**src/rtl/cell_comm_pkg.sv**
```systemverilog
// Shared encodings for the cell-comm AXI-Stream packet protocol.
// Used by both the transmit and receive ends.
package cell_comm_pkg;

   typedef enum logic [1:0] {
      S_IDLE,
      S_HEADER,
      S_DATA,
      S_PAD
   } state_t;

   typedef enum logic [1:0] {
      ERR_NONE,
      ERR_BAD_HEADER,
      ERR_SHORT,
      ERR_LONG
   } err_t;

   localparam logic [31:0] PAD_WORD = 32'hDEADBEEF;

endpackage

```
**src/rtl/axis_packet_tx_if.sv**
```systemverilog
// AXI-Stream link between a packet source and the Aurora TX port.
// Master drives valid/last/data, slave drives ready.
interface axis_packet_tx_if;

   logic        TVALID;
   logic        TREADY;
   logic        TLAST;
   logic [31:0] TDATA;

   modport master (
      output TVALID,
      output TLAST,
      output TDATA,
      input  TREADY
   );

   modport slave (
      input  TVALID,
      input  TLAST,
      input  TDATA,
      output TREADY
   );

endinterface

```
**src/rtl/axis_header_pack.sv**
```systemverilog
// Combinational header word assembly: magic and index fields, rest zero.
// Shared with the receive side for its expected-header compare.
module axis_header_pack #(
   parameter int MAGIC_WIDTH     = 16,
   parameter int MAGIC_START_BIT = 16,
   parameter int INDEX_WIDTH     = 5,
   parameter int INDEX_START_BIT = 10
) (
   input  logic [MAGIC_WIDTH-1:0] magic,
   input  logic [INDEX_WIDTH-1:0] index,
   output logic [31:0]            header
);

   generate
      if (MAGIC_START_BIT + MAGIC_WIDTH > 32) begin : g_magic_range
         $error("magic field exceeds 32-bit header");
      end
      if (INDEX_START_BIT + INDEX_WIDTH > 32) begin : g_index_range
         $error("index field exceeds 32-bit header");
      end
      if (INDEX_START_BIT < MAGIC_START_BIT + MAGIC_WIDTH &&
          MAGIC_START_BIT < INDEX_START_BIT + INDEX_WIDTH) begin : g_overlap
         $error("index field overlaps magic field");
      end
   endgenerate

   always_comb begin
      header = '0;
      header[MAGIC_START_BIT +: MAGIC_WIDTH] = magic;
      header[INDEX_START_BIT +: INDEX_WIDTH] = index;
   end

endmodule

```
**src/rtl/axis_packet_tx.sv**
```systemverilog
// Cell-comm packet transmitter: header plus NUM_DATA_WORDS data words
// over AXI-Stream, with optional bad-header/short/long error injection.
module axis_packet_tx
   import cell_comm_pkg::*;
#(
   parameter int MAGIC_WIDTH     = 16,
   parameter int MAGIC_START_BIT = 16,
   parameter int INDEX_WIDTH     = 5,
   parameter int INDEX_START_BIT = 10,
   parameter int NUM_DATA_WORDS  = 1
) (
   input  logic                        auroraClk,
   input  logic                        auroraReset_n,
   input  logic                        sendStrobe,
   input  logic [INDEX_WIDTH-1:0]      sendIndex,
   input  logic [32*NUM_DATA_WORDS-1:0] sendData,
   input  logic [MAGIC_WIDTH-1:0]      headerMagic,
   input  logic [1:0]                  errInject,
   output logic                        busy,
   output logic                        doneStrobe,
   output logic                        sendOverrun,
   output logic [15:0]                 packetCount,
   axis_packet_tx_if.master            axis
);

   generate
      if (NUM_DATA_WORDS < 1) begin : g_num_words
         $error("NUM_DATA_WORDS must be at least 1");
      end
   endgenerate

   localparam int WCW       = $clog2(NUM_DATA_WORDS + 1);
   localparam int LAST_IDX  = NUM_DATA_WORDS - 1;
   localparam int SHORT_IDX = (NUM_DATA_WORDS > 1) ? NUM_DATA_WORDS - 2 : 0;
   localparam bit HDR_LAST  = (NUM_DATA_WORDS == 1);

   state_t                      state_q, state_d;
   logic [WCW-1:0]              wc_q, wc_d;
   logic [INDEX_WIDTH-1:0]      idx_q;
   logic [32*NUM_DATA_WORDS-1:0] data_q;
   logic [MAGIC_WIDTH-1:0]      magic_q;
   err_t                        err_q;
   logic                        done_q;
   logic                        ovr_q;
   logic [15:0]                 cnt_q;

   logic [MAGIC_WIDTH-1:0] magic_tx;
   logic [31:0]            header;
   logic [31:0]            word;
   logic [31:0]            tdata;
   logic                   tvalid;
   logic                   tlast;
   logic                   at_last;
   logic                   at_short;
   logic                   pkt_end;

   assign magic_tx = (err_q == ERR_BAD_HEADER) ? ~magic_q : magic_q;

   axis_header_pack #(
      .MAGIC_WIDTH     (MAGIC_WIDTH),
      .MAGIC_START_BIT (MAGIC_START_BIT),
      .INDEX_WIDTH     (INDEX_WIDTH),
      .INDEX_START_BIT (INDEX_START_BIT)
   ) u_hdr (
      .magic  (magic_tx),
      .index  (idx_q),
      .header (header)
   );

   always_comb begin
      word = '0;
      for (int j = 0; j < NUM_DATA_WORDS; j++) begin
         if (wc_q == WCW'(j)) word = data_q[32*j +: 32];
      end
   end

   assign at_last  = (wc_q == WCW'(LAST_IDX));
   assign at_short = (wc_q == WCW'(SHORT_IDX));

   always_ff @(posedge auroraClk or negedge auroraReset_n) begin
      if (!auroraReset_n) begin
         state_q <= S_IDLE;
         wc_q    <= '0;
      end else begin
         state_q <= state_d;
         wc_q    <= wc_d;
      end
   end

   // Outputs decode from state so reset drops TVALID without waiting
   // for a clock edge, and stalls hold TDATA/TLAST for free.
   always_comb begin
      state_d = state_q;
      wc_d    = wc_q;
      tvalid  = 1'b0;
      tlast   = 1'b0;
      tdata   = '0;
      unique case (state_q)
         S_IDLE: begin
            if (sendStrobe) begin
               state_d = S_HEADER;
               wc_d    = '0;
            end
         end
         S_HEADER: begin
            tvalid = 1'b1;
            tdata  = header;
            tlast  = (err_q == ERR_SHORT) && HDR_LAST;
            if (axis.TREADY) begin
               state_d = tlast ? S_IDLE : S_DATA;
               wc_d    = '0;
            end
         end
         S_DATA: begin
            tvalid = 1'b1;
            tdata  = word;
            unique case (err_q)
               ERR_SHORT: tlast = at_short;
               ERR_LONG:  tlast = 1'b0;
               default:   tlast = at_last;
            endcase
            if (axis.TREADY) begin
               if (tlast)        state_d = S_IDLE;
               else if (at_last) state_d = S_PAD;
               else              wc_d    = wc_q + WCW'(1);
            end
         end
         S_PAD: begin
            tvalid = 1'b1;
            tdata  = PAD_WORD;
            tlast  = 1'b1;
            if (axis.TREADY) state_d = S_IDLE;
         end
         default: state_d = S_IDLE;
      endcase
   end

   assign pkt_end = tvalid && axis.TREADY && tlast;

   always_ff @(posedge auroraClk or negedge auroraReset_n) begin
      if (!auroraReset_n) begin
         idx_q   <= '0;
         data_q  <= '0;
         magic_q <= '0;
         err_q   <= ERR_NONE;
         done_q  <= 1'b0;
         ovr_q   <= 1'b0;
         cnt_q   <= '0;
      end else begin
         done_q <= pkt_end;
         ovr_q  <= sendStrobe && busy;
         if (pkt_end) cnt_q <= cnt_q + 16'd1;
         if (state_q == S_IDLE && sendStrobe) begin
            idx_q   <= sendIndex;
            data_q  <= sendData;
            magic_q <= headerMagic;
            err_q   <= err_t'(errInject);
         end
      end
   end

   assign busy        = (state_q != S_IDLE);
   assign doneStrobe  = done_q;
   assign sendOverrun = ovr_q;
   assign packetCount = cnt_q;
   assign axis.TVALID = tvalid;
   assign axis.TLAST  = tlast;
   assign axis.TDATA  = tdata;

endmodule

```
**src/flat_wrapper.sv**
```systemverilog
// flat-port wrapper written by rule: the top's interface ports become plain ports
module axis_packet_tx_flat import cell_comm_pkg::*;
#(
   parameter int MAGIC_WIDTH     = 16,
   parameter int MAGIC_START_BIT = 16,
   parameter int INDEX_WIDTH     = 5,
   parameter int INDEX_START_BIT = 10,
   parameter int NUM_DATA_WORDS  = 1
)
  (auroraClk, auroraReset_n, sendStrobe, sendIndex, sendData, headerMagic, errInject, busy, doneStrobe, sendOverrun, packetCount, axis_TVALID, axis_TLAST, axis_TDATA, axis_TREADY);
  axis_packet_tx_if axis_i ();
  input  logic auroraClk;
  input  logic auroraReset_n;
  input  logic sendStrobe;
  input  logic [INDEX_WIDTH-1:0] sendIndex;
  input  logic [32*NUM_DATA_WORDS-1:0] sendData;
  input  logic [MAGIC_WIDTH-1:0] headerMagic;
  input  logic [1:0] errInject;
  output logic busy;
  output logic doneStrobe;
  output logic sendOverrun;
  output logic [15:0] packetCount;
  output wire logic [$bits(axis_i.TVALID)-1:0] axis_TVALID;
  output wire logic [$bits(axis_i.TLAST)-1:0] axis_TLAST;
  output wire logic [$bits(axis_i.TDATA)-1:0] axis_TDATA;
  input wire logic [$bits(axis_i.TREADY)-1:0] axis_TREADY;
  assign axis_TVALID = axis_i.TVALID;
  assign axis_TLAST = axis_i.TLAST;
  assign axis_TDATA = axis_i.TDATA;
  assign axis_i.TREADY = axis_TREADY;
  axis_packet_tx #(.MAGIC_WIDTH(MAGIC_WIDTH), .MAGIC_START_BIT(MAGIC_START_BIT), .INDEX_WIDTH(INDEX_WIDTH), .INDEX_START_BIT(INDEX_START_BIT), .NUM_DATA_WORDS(NUM_DATA_WORDS)) u_core (.auroraClk(auroraClk), .auroraReset_n(auroraReset_n), .sendStrobe(sendStrobe), .sendIndex(sendIndex), .sendData(sendData), .headerMagic(headerMagic), .errInject(errInject), .busy(busy), .doneStrobe(doneStrobe), .sendOverrun(sendOverrun), .packetCount(packetCount), .axis(axis_i));
endmodule
```
**config.mk**
```make
export PLATFORM = sky130hd
export DESIGN_NAME = axis_packet_tx_flat
export DESIGN_NICKNAME = d
export VERILOG_FILES = /design/src/rtl/cell_comm_pkg.sv /design/src/rtl/axis_packet_tx_if.sv /design/src/rtl/axis_header_pack.sv /design/src/rtl/axis_packet_tx.sv /design/src/flat_wrapper.sv
export SDC_FILE = /design/constraint.sdc
export NUM_CORES = 1
export LEC_CHECK = 0
export CAP_MARGIN = 20
export CORE_AREA = 4 4 99 101
export DETAILED_ROUTE_END_ITERATION = 7
export DIE_AREA = 0 0 103 105
export PLACE_DENSITY_LB_ADDON = 0.08
export SLEW_MARGIN = 40
export SYNTH_ARGS = -nofsm -noshare
export SYNTH_HDL_FRONTEND = slang
export SYNTH_SLANG_ARGS = --single-unit
```
**constraint.sdc**
```tcl
create_clock -name auroraClk -period 2.5 [get_ports auroraClk]
set_clock_uncertainty 0.1 [all_clocks]
set_input_delay 0.375 -clock auroraClk [delete_from_list [all_inputs] [get_ports auroraClk]]
set_output_delay 0.375 -clock auroraClk [all_outputs]
set_load 0.01 [all_outputs]
```
==> results of run 1 <==
area by class of cell:
| type | count | share of cell area [%] |
|---|---|---|
| Sequential cell | 75 | 37.05 |
| Tap cell | 111 | 2.740 |
| Clock inverter | 4 | 1.925 |
| Inverter | 4 | 0.2962 |
| Timing Repair Buffer | 124 | 25.28 |
| Multi-Input combinational cell | 201 | 29.72 |
| Clock buffer | 11 | 2.987 |
cells in the mapped netlist:
| cell type | n | area [um2] |
|---|---|---|
| and2_4 | 1 | 8.760 |
| nor3_2 | 2 | 20.02 |
| buf_6 | 4 | 45.04 |
| or2_2 | 1 | 6.260 |
| xor2_1 | 13 | 113.9 |
| nand4_1 | 3 | 18.77 |
| nand2b_1 | 1 | 6.260 |
| nand3_1 | 8 | 40.04 |
| inv_1 | 4 | 15.01 |
| nor2b_1 | 1 | 6.260 |
| nor2_2 | 2 | 12.51 |
| nor2_1 | 11 | 41.29 |
| a21oi_1 | 5 | 25.02 |
| dfrtp_1 | 75 | 1877 |
| ha_1 | 1 | 12.51 |
| o21a_1 | 9 | 67.56 |
| a32o_1 | 1 | 10.01 |
| and3_1 | 3 | 18.77 |
| mux2_1 | 2 | 22.52 |
| nor3_4 | 1 | 16.27 |
| buf_4 | 1 | 7.510 |
| or2_1 | 1 | 6.260 |
| buf_2 | 3 | 15.01 |
| nand2_2 | 1 | 6.260 |
| a21oi_2 | 2 | 17.52 |
| nand2_1 | 37 | 138.9 |
| and4_1 | 1 | 8.760 |
| o22ai_1 | 1 | 6.260 |
| buf_1 | 2 | 7.510 |
| mux2_2 | 51 | 574.3 |
| clkbuf_1 | 6 | 22.52 |
| o21ai_0 | 20 | 100.1 |
| and2_1 | 3 | 18.77 |
| xnor2_1 | 18 | 157.7 |
| mux2_4 | 1 | 15.01 |
power groups by stage:
| stage | Combinational, mW | Sequential, mW | Clock, mW |
|---|---|---|---|
| after detailed placement | 2.96 | 2.10 | 0 |
| after global routing | 3.21 | 2.15 | 1.24 |
| final | 2.92 | 2.07 | 1.14 |
| after floorplan | 1.68 | 2.03 | 0 |
| after CTS | 2.95 | 2.07 | 1.18 |
| after global placement | 2.91 | 2.08 | 0 |
registers in the layout, indices dropped and copies added (netlist names):
| signal | cells |
|---|---|
| u_core.data_q | 32 |
| u_core.packetCount | 16 |
| u_core.idx_q | 5 |
| u_core.magic_q | 16 |
| u_core.err_q | 2 |
| u_core.sendOverrun | 1 |
| u_core.state_q | 2 |
| u_core.doneStrobe | 1 |
metal layers:
layer | up-vias | share of wire, % | GRT usage (%)
li1 | 1239 | - | -
met1 | 1209 | 46 | 20.16
met2 | 68 | 47 | 23.05
met3 | 9 | 6.1 | 3.738
met4 | 0 | 1.1 | 4.718
met5 | - | 0 | 0
metrics by stage:
step	hold WS, ns	cells	setup WS (ns)	total power [mW]
floorplan	-0.02059	296	0.7395	3.705
global placement	0.3737	510	0.4189	4.995
detailed placement	0.3527	510	0.3562	5.052
CTS	0.3998	526	0.004606	6.203
global route	0.4194	530	0.01587	6.599
finish	0.3912	530	0.1003	6.141
worst register-to-register path, delay by kind of cell (launching register included):
kind,cells,cell delay (ns)
multiplexers,1,0.37
flip-flops,1,0.49
AND/OR/NAND/NOR,2,0.41
buffers and inverters,2,0.49
timing repair:
action                     4_1_cts  5_1_grt
setup endpoints to repair        2       17
cloned                           0        1
pin swaps                        0        1
hold buffers                     1        0
resized for setup                2       13
hold endpoints to repair        52        0
setup buffers                    0        3
cells by family after synthesis:
family / Yosys count / share of synthesized area, %
compound gates: 38 / 6.497
xor+xnor: 31 / 7.789
fa+ha+maj: 1 / 0.3589
buf+inv: 20 / 3.230
flops: 75 / 53.84
mux: 54 / 17.55
simple gates: 77 / 10.73
path summary, 6_finish.rpt:
| kind | cells after the start | slack [ns] | end | startpoint |
|---|---|---|---|---|
| max | 6 | 0.10 | axis_TDATA[22] | u_core.err_q[0] |
| min | 1 | 0.39 | u_core.packetCount[13] | u_core.packetCount[13] |
| max reg2reg | 5 | 0.51 | u_core.data_q[29] | u_core.state_q[1] |
| min reg2reg | 1 | 0.39 | u_core.packetCount[13] | u_core.packetCount[13] |
| max in group asynchronous | 2 | 1.26 | u_core.err_q[1] | auroraReset_n |
| min in group asynchronous | 2 | 0.53 | u_core.data_q[14] | auroraReset_n |
==> flow_summary.toml, run 1 <==
[run_status]
outcome = "complete, no violations"

[yosys]
ys_seq_area_share_pct = 53.84
synth_warnings = 0
syn_inst = 296
syn_area_um2 = 3486
synth-seq-cells = 75
syn_avg_cell_area_um2 = 11.78
synthesis.nets = 356
yosysUniqueCellTypes = 35

[clocking]
clkTransAtPathRegs_ns = 0.08
clockBufferDepth = 2
cts_tree = "done"
numCtsBuffers = 9
cts_sinks = 75
htree_levels = 3
insertion_delay_ns = 0.34
cts-root-buf = "clkbuf_8"

[setup_path]
crit_path_top_delay_cell = "clkdlybuf4s50_1"
critical_path_class = "flop to output port"
worstPathCellList = "inv_1 -> nor2_4 -> clkbuf_16 -> xnor2_1 -> o21ai_0 -> clkdlybuf4s50_1"
critical_path.startpoint_type = "flop"
worstPathRequired_ns = 2.03
worstPathMaxFanout = 8
critPathArrivalTime_ns = 1.92
cp_num_buf_inv = 3
path_delay_family = "buffers and inverters"
end_kind = "output port"
cpPeakStageDelay_ns = 0.56

[sta]
post-route-period-util_pct = 95.99
finalSetupViolCount = 0
tns_ns = 0
drv_slew = 0
hold_viol_final = 0
slew_headroom_pct = 54.91
rsz0062_at_grt = "false"
timing.fmax_ghz = 0.4167
min_period_ns = 2.400
tightest_slew_ns = 0.6764

[final_layout]
seqCellArea_um2 = 1878
area_delta_synth_final_pct = 45.41
multi_input_area_um2 = 1506
design_area_um2 = 5069
nNetsFinal = 475
mostFrequentLayoutCells = "clkdlybuf4s50_1, dfrtp_1, mux2_2"
layout_commonest_cell = "clkdlybuf4s50_1"
num_antenna_cells = 0
fin_util_pct = 56.19
drive_gt1_share_pct = 21.72
nFillCells = 824

[power_and_ir_drop]
p_leak_nw = 2.211
p_sw_mw = 2.002
p_seq_share_pct = 33.8
cellPowerDensity_nw_per_um2 = 1212
combPwrFrac_pct = 47.6
internal_power_mw = 4.139
pwr-share-clk_pct = 18.6
peakVddDrop_mv = 0.5582
sw_frac_of_total_pct = 32.60

[global_routing]
antenna_found_initial = 0
gr-usage-all-layers_pct = 14.85
grt_pass1_wl_um = 12800
grt_remaining_overflow = 0
grt_max_degree = 76
grt_pass1_vias = 2619

[drt]
wl_um = 7749
vias = 2525
post_drt_wl_per_cell_um = 14.62
final_antenna_net_count = 0
drtIter0Drc = 71
viasPerCell = 4.764
drc = 0
first_pass_iters = 4

[floorplan]
io_pins = 112
die_h_um = 105
die_width_um = 103
initial_utilization_pct = 38.64
die_area_um2 = 10820
core_area_um2 = 9021
fp-row-count = 35

[place]
portBuffers = 111
place_congestion = 0.7200
dp_hpwl_um = 5347
placedInstanceArea_um2 = 4730

[worst_hold_path]
hp-class = "flop to flop"

[run]
max_cap_viol_count = 0
Power figures use the tool's default switching activity.
==> run 2: changes to the inputs <==
- SLEW_MARGIN: 40 -> unset
==> flow_summary.toml, run 2 (synthesis gave the netlist of run 1 again) <==
[floorplan]
core_area_um2 = 9021
die_h_um = 105
fp-row-count = 35
initial_utilization_pct = 38.64
die_area_um2 = 10820
io_pins = 112
die_width_um = 103

[sta]
min_period_ns = 2.397
post-route-period-util_pct = 95.89
slew_headroom_pct = 37.43
timing.fmax_ghz = 0.4172
finalSetupViolCount = 0
hold_viol_final = 0
tightest_slew_ns = 0.9386
fin_ws_ns = 0.1029
rsz0062_at_grt = "false"
drv_slew = 0
tns_ns = 0

[drt]
wl_um = 7719
post_drt_wl_per_cell_um = 14.59
first_pass_iters = 4
vias = 2518
viasPerCell = 4.760
drtIter0Drc = 62
final_antenna_net_count = 0
drc = 0

[place]
portBuffers = 111
dp_cells = 510
dp_slack_ns = 0.3562
dp_hpwl_um = 5348
place_congestion = 0.7200

[clocking]
insertion_delay_ns = 0.33
clkTransAtPathRegs_ns = 0.08
htree_levels = 3
cts_sinks = 75
clockBufferDepth = 2
numCtsBuffers = 9
cts_hold_buffers = 0
cts_tree = "done"
cts-root-buf = "clkbuf_8"

[final_layout]
layout_commonest_cell = "clkdlybuf4s50_1"
mostFrequentLayoutCells = "clkdlybuf4s50_1, dfrtp_1, mux2_2"
nNetsFinal = 474
top_register = "u_core.data_q"
drive_gt1_share_pct = 21.77
num_antenna_cells = 0
largest_reg_flops = 32
area_delta_synth_final_pct = 45.01
layout.cells.non_filler = 529

[setup_path]
critical_path.startpoint_type = "flop"
worstPathMaxFanout = 8
critPathArrivalTime_ns = 1.92
crit_path_top_delay_cell = "clkdlybuf4s50_1"
cpPeakStageDelay_ns = 0.56
r2r_slack_ns = 0.52
critical_path_class = "flop to output port"
worstPathCellList = "inv_1 -> nor2_4 -> clkbuf_16 -> xnor2_1 -> o21ai_0 -> clkdlybuf4s50_1"
end_kind = "output port"
worstPathRequired_ns = 2.03

[run]
max_cap_viol_count = 0

[global_routing]
grt_remaining_overflow = 0
grt_max_degree = 76
use_met1_pct = 20.16
gr-usage-all-layers_pct = 14.82
grt_util_met3_pct = 3.738
grt_pass1_wl_um = 12770
antenna_found_initial = 0
met2_usage_pct = 22.96
grt_pass1_vias = 2607
busiest_layer = "met2"

[power_and_ir_drop]
p_leak_nw = 2.206
cellPowerDensity_nw_per_um2 = 1214
peakVddDrop_mv = 0.5584
fin_total_pwr_mw = 6.136

[run_status]
outcome = "complete, no violations"

[worst_hold_path]
hp-class = "primary input to asynchronous set/reset pin"
run 2: cell types whose count changed in the layout (fill, tap and decap cells not counted):
cell           previous run  this run
buf_4                     8         9
buf_6                     2         1
dlygate4sd3_1             1         0
run 2: layer usage:
metal  part of all wire (%)  wire [um]  up-vias
met5                      0          0        -
met4                   0.82         63        0
met3                    6.3        488        6
met2                     47       3643       64
met1                     46       3523     1209
li1                       -          -     1239
run 2: power by group:
part	total (mW)	internal [mW]	switching [mW]
Clock	1.14	0.713	0.426
Sequential	2.07	1.74	0.336
Combinational	2.92	1.69	1.24
Total	6.14	4.14	2.00
run 2: worst paths after layout:
kind | startpoint | endpoint | cells after the start
max in group asynchronous | auroraReset_n | u_core.err_q[1] | 1
min in group auroraClk | u_core.packetCount[13] | u_core.packetCount[13] | 1
worst max register to register | u_core.state_q[1] | u_core.data_q[29] | 5
worst max-delay path | u_core.err_q[0] | axis_TDATA[22] | 6
worst min-delay path | auroraReset_n | u_core.data_q[14] | 1
worst min register to register | u_core.packetCount[13] | u_core.packetCount[13] | 1
run 2: final cells by class:
| type | count | area, um2 |
|---|---|---|
| timing repair buffer | 123 | 1267 |
| tap | 111 | 138.9 |
| sequential | 75 | 1878 |
| multi-input combinational | 201 | 1506 |
| clock inverter | 4 | 97.59 |
| clock buffer | 11 | 151.4 |
| fill | 827 | 3966 |
| inverter | 4 | 15.01 |
run 2: stage by stage:
stage | util, % | hold slack [ns] | instance area (um2)
2_1_floorplan | - | -0.02059 | 3486
3_3_place_gp | 52.39 | 0.3737 | 4726
3_5_place_dp | 52.39 | 0.3817 | 4726
4_1_cts | 55.12 | 0.1232 | 4972
5_1_grt | 56.03 | 0.1671 | 5055
6_report | 56.03 | 0.08659 | 5055
run 2: worst max-delay path: cells and delay by family, from the launching register on:
kind,cells,cell delay (ns)
xor+xnor,1,0.12
compound gates,1,0.17
flops,1,0.39
simple gates,1,0.06
buf+inv,3,0.87
run 2: timing repair:
| action | in CTS | in global routing |
|---|---|---|
| pin swaps | 0 | 1 |
| resized for setup | 2 | 13 |
| gates cloned | 0 | 1 |
| setup endpoints to repair | 2 | 17 |
| buffers inserted | 0 | 3 |
